## config.mk

```make
export PLATFORM = sky130hd
export DESIGN_NAME = shr_host_driver
export DESIGN_NICKNAME = d
export VERILOG_FILES = /design/src/rtl/shr_host_driver.sv
export SDC_FILE = /design/constraint.sdc
export NUM_CORES = 1
export LEC_CHECK = 0
export BUFFER_PORTS_ARGS = -buffer_cell sky130_fd_sc_hd__buf_4
export CAP_MARGIN = 20
export CORE_MARGIN = 2
export CORE_UTILIZATION = 49
export DETAILED_ROUTE_END_ITERATION = 10
export PLACE_DENSITY = 0.75
export SETUP_SLACK_MARGIN = 0.1
export SLEW_MARGIN = 40
export SYNTH_ARGS = -nofsm -noshare
export SYNTH_HDL_FRONTEND = slang
export SYNTH_SLANG_ARGS = --single-unit
```

## constraint.sdc

```tcl
create_clock -name clk -period 1.65 [get_ports clk]
set_input_delay 0.33 -clock clk [delete_from_list [all_inputs] [get_ports clk]]
set_output_delay 0.33 -clock clk [all_outputs]
set_load 0.005 [all_outputs]
```

## src/rtl/shr_host_driver.sv

```systemverilog
// Host-side driver for the serial shift-register test interface: shifts a command word out on di,
// strobes the target, then captures the target's response word from its serial output.
module shr_host_driver #(
    parameter int DIN_N  = 8,
    parameter int DOUT_N = 8,
    parameter int CNT_W  = 16
) (
    input  logic              clk,
    input  logic              rst_n,
    input  logic              cmd_valid,
    output logic              cmd_ready,
    input  logic [DIN_N-1:0]  cmd_data,
    output logic              rsp_valid,
    input  logic              rsp_ready,
    output logic [DOUT_N-1:0] rsp_data,
    output logic              di,
    output logic              stb,
    input  logic              sdo,
    output logic              busy,
    output logic [CNT_W-1:0]  txn_cnt
);

    localparam int MAX_N = (DIN_N > DOUT_N) ? DIN_N : DOUT_N;
    localparam int BC_W  = $clog2(MAX_N) + 1;

    typedef enum logic [2:0] {
        IDLE,
        SHIFT,
        STROBE,
        CAPTURE,
        RSP_WAIT
    } state_t;

    state_t             state, state_nxt;
    logic [DIN_N-1:0]   tx_q, tx_nxt;
    logic [DOUT_N-1:0]  rx_q, rx_nxt, rx_shift;
    logic [BC_W-1:0]    bit_q, bit_nxt;
    logic               di_nxt, stb_nxt;
    logic               rsp_load;
    logic [DOUT_N-1:0]  rsp_load_data;
    logic               rsp_take, slot_free;

    // The response slot can take a new word when empty or when its current word leaves this cycle.
    assign rsp_take  = rsp_valid && rsp_ready;
    assign slot_free = !rsp_valid || rsp_ready;
    assign rx_shift  = DOUT_N'({rx_q, sdo});

    // Ready is gated by reset so no command is offered a handshake while reset is held.
    assign cmd_ready = (state == IDLE) && rst_n;
    assign busy      = (state != IDLE);

    always_ff @(posedge clk or negedge rst_n) begin
        if (!rst_n) begin
            state <= IDLE;
        end else begin
            state <= state_nxt;
        end
    end

    always_comb begin
        state_nxt     = state;
        tx_nxt        = tx_q;
        rx_nxt        = rx_q;
        bit_nxt       = bit_q;
        di_nxt        = 1'b0;
        stb_nxt       = 1'b0;
        rsp_load      = 1'b0;
        rsp_load_data = rx_shift;
        case (state)
            IDLE: begin
                if (cmd_valid) begin
                    // di is registered, so the MSB must leave on the accept edge itself.
                    state_nxt = SHIFT;
                    di_nxt    = cmd_data[DIN_N-1];
                    tx_nxt    = DIN_N'({cmd_data, 1'b0});
                    bit_nxt   = '0;
                end
            end
            SHIFT: begin
                if (bit_q == BC_W'(DIN_N - 1)) begin
                    state_nxt = STROBE;
                    stb_nxt   = 1'b1;
                end else begin
                    di_nxt  = tx_q[DIN_N-1];
                    tx_nxt  = DIN_N'({tx_q, 1'b0});
                    bit_nxt = bit_q + BC_W'(1);
                end
            end
            STROBE: begin
                state_nxt = CAPTURE;
                bit_nxt   = '0;
            end
            CAPTURE: begin
                rx_nxt = rx_shift;
                if (bit_q == BC_W'(DOUT_N - 1)) begin
                    if (slot_free) begin
                        rsp_load  = 1'b1;
                        state_nxt = IDLE;
                    end else begin
                        state_nxt = RSP_WAIT;
                    end
                end else begin
                    bit_nxt = bit_q + BC_W'(1);
                end
            end
            RSP_WAIT: begin
                if (slot_free) begin
                    rsp_load      = 1'b1;
                    rsp_load_data = rx_q;
                    state_nxt     = IDLE;
                end
            end
            default: begin
                state_nxt = IDLE;
            end
        endcase
    end

    always_ff @(posedge clk or negedge rst_n) begin
        if (!rst_n) begin
            tx_q      <= '0;
            rx_q      <= '0;
            bit_q     <= '0;
            di        <= 1'b0;
            stb       <= 1'b0;
            rsp_valid <= 1'b0;
            rsp_data  <= '0;
            txn_cnt   <= '0;
        end else begin
            tx_q  <= tx_nxt;
            rx_q  <= rx_nxt;
            bit_q <= bit_nxt;
            di    <= di_nxt;
            stb   <= stb_nxt;
            if (rsp_load) begin
                rsp_valid <= 1'b1;
                rsp_data  <= rsp_load_data;
            end else if (rsp_take) begin
                rsp_valid <= 1'b0;
            end
            if (rsp_take) begin
                txn_cnt <= txn_cnt + CNT_W'(1);
            end
        end
    end

endmodule

```

; Word level (Yosys, flattened, before mapping)
; Index checks and enable logic that the tools add are counted.
[totals]
out_inout_bits = 29
register_bits = 50
word_cells = 59
in_bits = 13
[op_classes]
eq_ne = 11
n_mux = 24
reduce_logical = 13
add_sub_neg = 2
[ops]
columns = cell, n
row1 = $mux 8, 4
row2 = $add 16x1->16 const B, 1
row3 = $pmux 8 s2, 1
row4 = $mux 3, 5
row5 = $pmux 3 s5, 1
row6 = $ne 2x2->1 const B, 6
row7 = $pmux 4 s3, 1
row8 = $mux 1, 8
row9 = $mux 4, 2
row10 = $eq 3x2->1 const B, 2
row11 = $reduce_and 3->1, 2
row12 = $reduce_bool 3->1, 2
row13 = $add 4x1->4 const B, 1
row14 = $eq 4x3->1 const B, 1
row15 = $pmux 1 s2, 2
row16 = $reduce_and 4->1, 1
row17 = $reduce_bool 2->1, 2
row18 = $eq 3x1->1 const B, 1
row19 = $eq 3x3->1 const B, 1
row20 = $logic_not 3->1, 1
row21 = $logic_and 1x1->1, 2
row22 = $reduce_or 2->1, 1
row23 = $logic_not 1->1, 1
row24 = $logic_or 1x1->1, 1

; Logic depth before layout (Yosys ltp)
[depth]
ltp_word = 6
depth_mapped = 7
ltp_nobuf = 5

; Least setup slack after synthesis
; OpenSTA, ideal clock, no wires.
[synth_timing]
path_type = register to register
startpoint = register bit_q[0]
endpoint = register tx_q[2]
n_path_buf = 2
required_ns = 1.531
stages_incl_launch_ff = 8
setup_ns = 0.119
arrival_time_ns = 1.665
synth_period_minus_slack_ns = 1.783
slack_ns = -0.133
path_cell_list = dfrtp_1 -> ha_1 -> and3b_1 -> buf_6 -> a2111o_1 -> buf_6 -> nand2_1 -> o21ai_2
[synth_via]
elab_chain_cells = 3
[synth_rtl]
columns = item, line
row1 = start: declaration, 37  ; logic [BC_W-1:0] bit_q, bit_nxt;
row2 = start signal: assignment, 132  ; bit_q <= bit_nxt;
row3 = $eq 4x3->1, 80  ; if (bit_q == BC_W'(DIN_N - 1)) begin
row4 = $ne 2x2->1 (no source line), n/a
row5 = $reduce_and 3->1 (no source line), n/a
row6 = end signal: assignment, 130  ; tx_q <= tx_nxt;
row7 = end: declaration, 35  ; logic [DIN_N-1:0] tx_q, tx_nxt;
; Every way passes these cells.
; A chain may end at the register's enable or synchronous reset.

; Final worst setup path
[layout_timing]
startpoint = register bit_q[1]
endpoint = register bit_q[3]
[layout_via]
elab_chain_cells = 3
word_cells_on_any_way = 6
cone_classes = add/sub: 1 / eq/ne: 2 / mux: 2 / reduce/logical: 1
[layout_rtl]
columns = item
row1 = $add 4x1->4 or $eq 4x3->1 (tied branches)
row2 = $mux 4 or $ne 2x2->1 (tied branches)
row3 = $pmux 4 s3 or $reduce_and 3->1 (tied branches)
; Several ways; a longest one is shown, not always the timed one. The select of a mux whose other input is x is not followed.

==> results.ini <==
[drt]
drtAntennaViolNets = 0
vias = 1591
wire_per_inst_um = 14.5
drc = 0
drt_iter0_drc = 57
wl_um = 4360
drt_pass1_iterations = 4
viasPerCell = 5.29

[clock_tree]
ctsLongestPathBuffers = 2
numCtsBuffers = 5
cts_sinks = 49
htreeDepth = 2
cts_hold_buf = 0
cts_tree = yes
cts-root-buf = clkbuf_8
insertion_delay_ns = 0.30
clk_pin_slew_worst_paths_ns = 0.10

[critical_path]
required_ns = 1.89
crit_fanout = 9
critical_path.max_stage_delay_ns = 0.40
critical-path-slowest-cell = dfrtp_1
crit_path_end_kind = flop
reg2reg_from = bit_q[1]
cp.arrival_ns = 1.97
rr_endpoint = bit_q[3]
cp-start-kind = flop
critical_path_class = reg -> reg
r2r.worst_path.cells = 8
cp_cell_sequence = ha_2, and3b_2, buf_6, buf_4, buf_8, nor4_4, a21o_2, a22o_2
reg2reg_setup_slack_ns = -0.08

[pwr]
swShare_pct = 33.5
p_total_uw = 4740
leakage_uw = 0.00142
seq_power_share_pct = 40.4
clkPwrFrac_pct = 15.0
switching_power_uw = 1590
power_density_nw_per_um2 = 1620
intPower_uw = 3150
peakVddDrop_mv = 1.30
combPwrFrac_pct = 44.6

[outcome]
status = complete, but fails checks
violations = setup timing

[sta]
finalCritPeriodShare_pct = 105
hold_viol_final = 0
drv_slew = 0
fin_worst_skew_ns = 0.00972
max_freq_mhz = 579
tightest_slew_ns = 0.614
rsz0062_at_grt = true
finalWorstSetupSlack_ns = -0.0776
slew_headroom_pct = 59.1
period_needed_ns = 1.73
finalSetupViolations = 18

[run]
max-cap-violations = 0

[logic_synthesis]
synthAdderAreaFrac_pct = 1.12
synth_compound_area_share_pct = 6.36
syn_area_per_cell_um2 = 12.2
yosysWarnings = 0
muxShareOfSynthArea_pct = 15.2
synth_top_family_by_area = multiplexers
synthSimpleGateAreaFrac_pct = 13.4
synth_area_leaders = dfrtp_1, mux2_2, xnor2_1
synth.ff_latch_count = 49
yosysTopAreaCell = dfrtp_1
syn-num-nets = 199
synth_seq_area_share_pct = 54.7
synthXorXnorAreaFrac_pct = 6.25
synth_area_um2 = 2240
synthCells = 184
ys_types = 38
synth_top_area_share_pct = 54.7

[cells_and_area]
areaGrowthSynthToFinish_pct = 30.7
nets = 263
fin_util_pct = 66.9
final_cells = 301
drive_gt1_share_pct = 48.6
nFillCells = 335
final_cell_area_um2 = 2930
n_antenna_cell = 0

[grt]
grt_pass1_vias = 1598
antenna_found_initial = 0
grt.total_usage_pct = 17.8
grt_overflow = 0
grt_first_pass_wirelength_um = 7130
grt_max_degree = 50

[place]
preCtsSetupSlack_ns = -0.182
place_congestion = 0.721
dpl.cell_count = 283
numPortBuffers = 41
hpwl_um = 2810
place_area_um2 = 2660

[die]
die-area_um2 = 5130
rows = 24
die_x_um = 71.6
core_um2 = 4380
ios = 42
initial_core_util_pct = 51.1
die_h_um = 71.6

[worst_hold_path]
hold_class = in -> async

[state kept, by name, indices dropped and copies added (netlist names), 3 cells and up]
register and count:
bit_q 4, rsp_data 8, rx_q 8, state 3, tx_q 7, txn_cnt 16
[critical path: cells and delay by family, from the launching register on]
kind	cells	cell delay (ns)
buffers and inverters	3	0.38
DFF	1	0.40
adders and majority gates	1	0.20
and+or+nand+nor	2	0.44
AOI/OAI and AO/OA	2	0.25
[worst max-delay path by stage]
stage / from / depth (start not counted) / endpoint / slack [ns]
4_1_cts: bit_q[1] / 7 / tx_q[3] / -0.08
2_1_floorplan: bit_q[0] / 7 / tx_q[3] / -0.04
3_3_place_gp: bit_q[1] / 5 / rsp_data[3] / -0.11
6_report: bit_q[1] / 8 / bit_q[3] / -0.08
5_1_grt: bit_q[1] / 8 / bit_q[3] / -0.14
3_5_place_dp: bit_q[1] / 5 / rsp_data[2] / -0.18
[cells by family after synthesis]
| logic type | count (synthesis) |
|---|---|
| compound gates | 19 |
| simple gates | 58 |
| fa+ha+maj | 2 |
| xor+xnor | 16 |
| mux | 31 |
| buf+inv | 9 |
| flops | 49 |
[through the flow]
stage / setup TNS, ns / hold slack, ns
finish: -1.02 / 0.131
global route: -2.14 / 0.192
CTS: -0.805 / 0.157
detailed placement: -1.98 / 0.467
global placement: -1.16 / 0.460
floorplan: -0.567 / 0.0344
[area by class of cell]
class / instances / area [um^2] / area share (%)
Sequential cell: 49 / 1230 / 41.8
Inverter: 3 / 11.3 / 0.384
Clock inverter: 3 / 21.3 / 0.726
Multi-Input combinational cell: 126 / 1020 / 34.9
Tap cell: 52 / 65.1 / 2.22
Timing Repair Buffer: 63 / 515 / 17.6
Clock buffer: 5 / 68.8 / 2.35
[metal layers]
metal | GRT usage, % | part of all wire (%) | vias up
li1 | - | - | 775
met1 | 22.5 | 46 | 783
met2 | 29.6 | 50 | 31
met3 | 5.06 | 3.9 | 2
met4 | 6.08 | 0.69 | 0
met5 | 0 | 0 | -
[Yosys cell counts, drive strengths merged]
master / count
dfrtp: 49
mux2: 25
nand2: 19
o21ai: 9
xnor2: 9
nor2: 8
nand3: 7
xor2: 7
mux2i: 6
buf: 5
nand4: 4
a22o: 3
and4: 3
inv: 3
nand2b: 3
nor3: 3
a21o: 2
a21oi: 2
and2: 2
and3: 2
ha: 2
nor2b: 2
a2111o: 1
a21boi: 1
a32oi: 1
and3b: 1
clkbuf: 1
nand3b: 1
nor3b: 1
nor4: 1
or2: 1
[power by group through the flow]
stage	logic [uW]	clock network [uW]	registers, uW
2_1_floorplan	1210	0	1880
3_3_place_gp	1730	0	1910
3_5_place_dp	1780	0	1920
4_1_cts	1990	736	1910
5_1_grt	2330	775	1980
6_report	2110	713	1920
[placed cells by master, fill, tap and decap left out, types with 2 or more instances in the layout]
cell,count
buf_4,55
dfrtp_1,49
mux2_2,25
nand2_1,11
xnor2_1,9
nand2_2,8
nor2_1,8
xor2_1,7
nand3_1,6
mux2i_1,6
buf_6,6
o21ai_2,5
clkbuf_8,5
nand4_1,4
inv_1,3
nand2b_1,3
o21ai_1,3
and4_1,3
nor2b_1,2
nor3_1,2
a21o_2,2
and3_1,2
a22o_1,2
[timing repair]
| action | 4_1_cts | 5_1_grt |
|---|---|---|
| pin swaps | 0 | 3 |
| resized for setup | 13 | 11 |
| cloned | 1 | 0 |
| buffers inserted | 5 | 4 |
| setup endpoints to repair | 17 | 21 |
No activity file was read; power rests on OpenSTA's default activity.
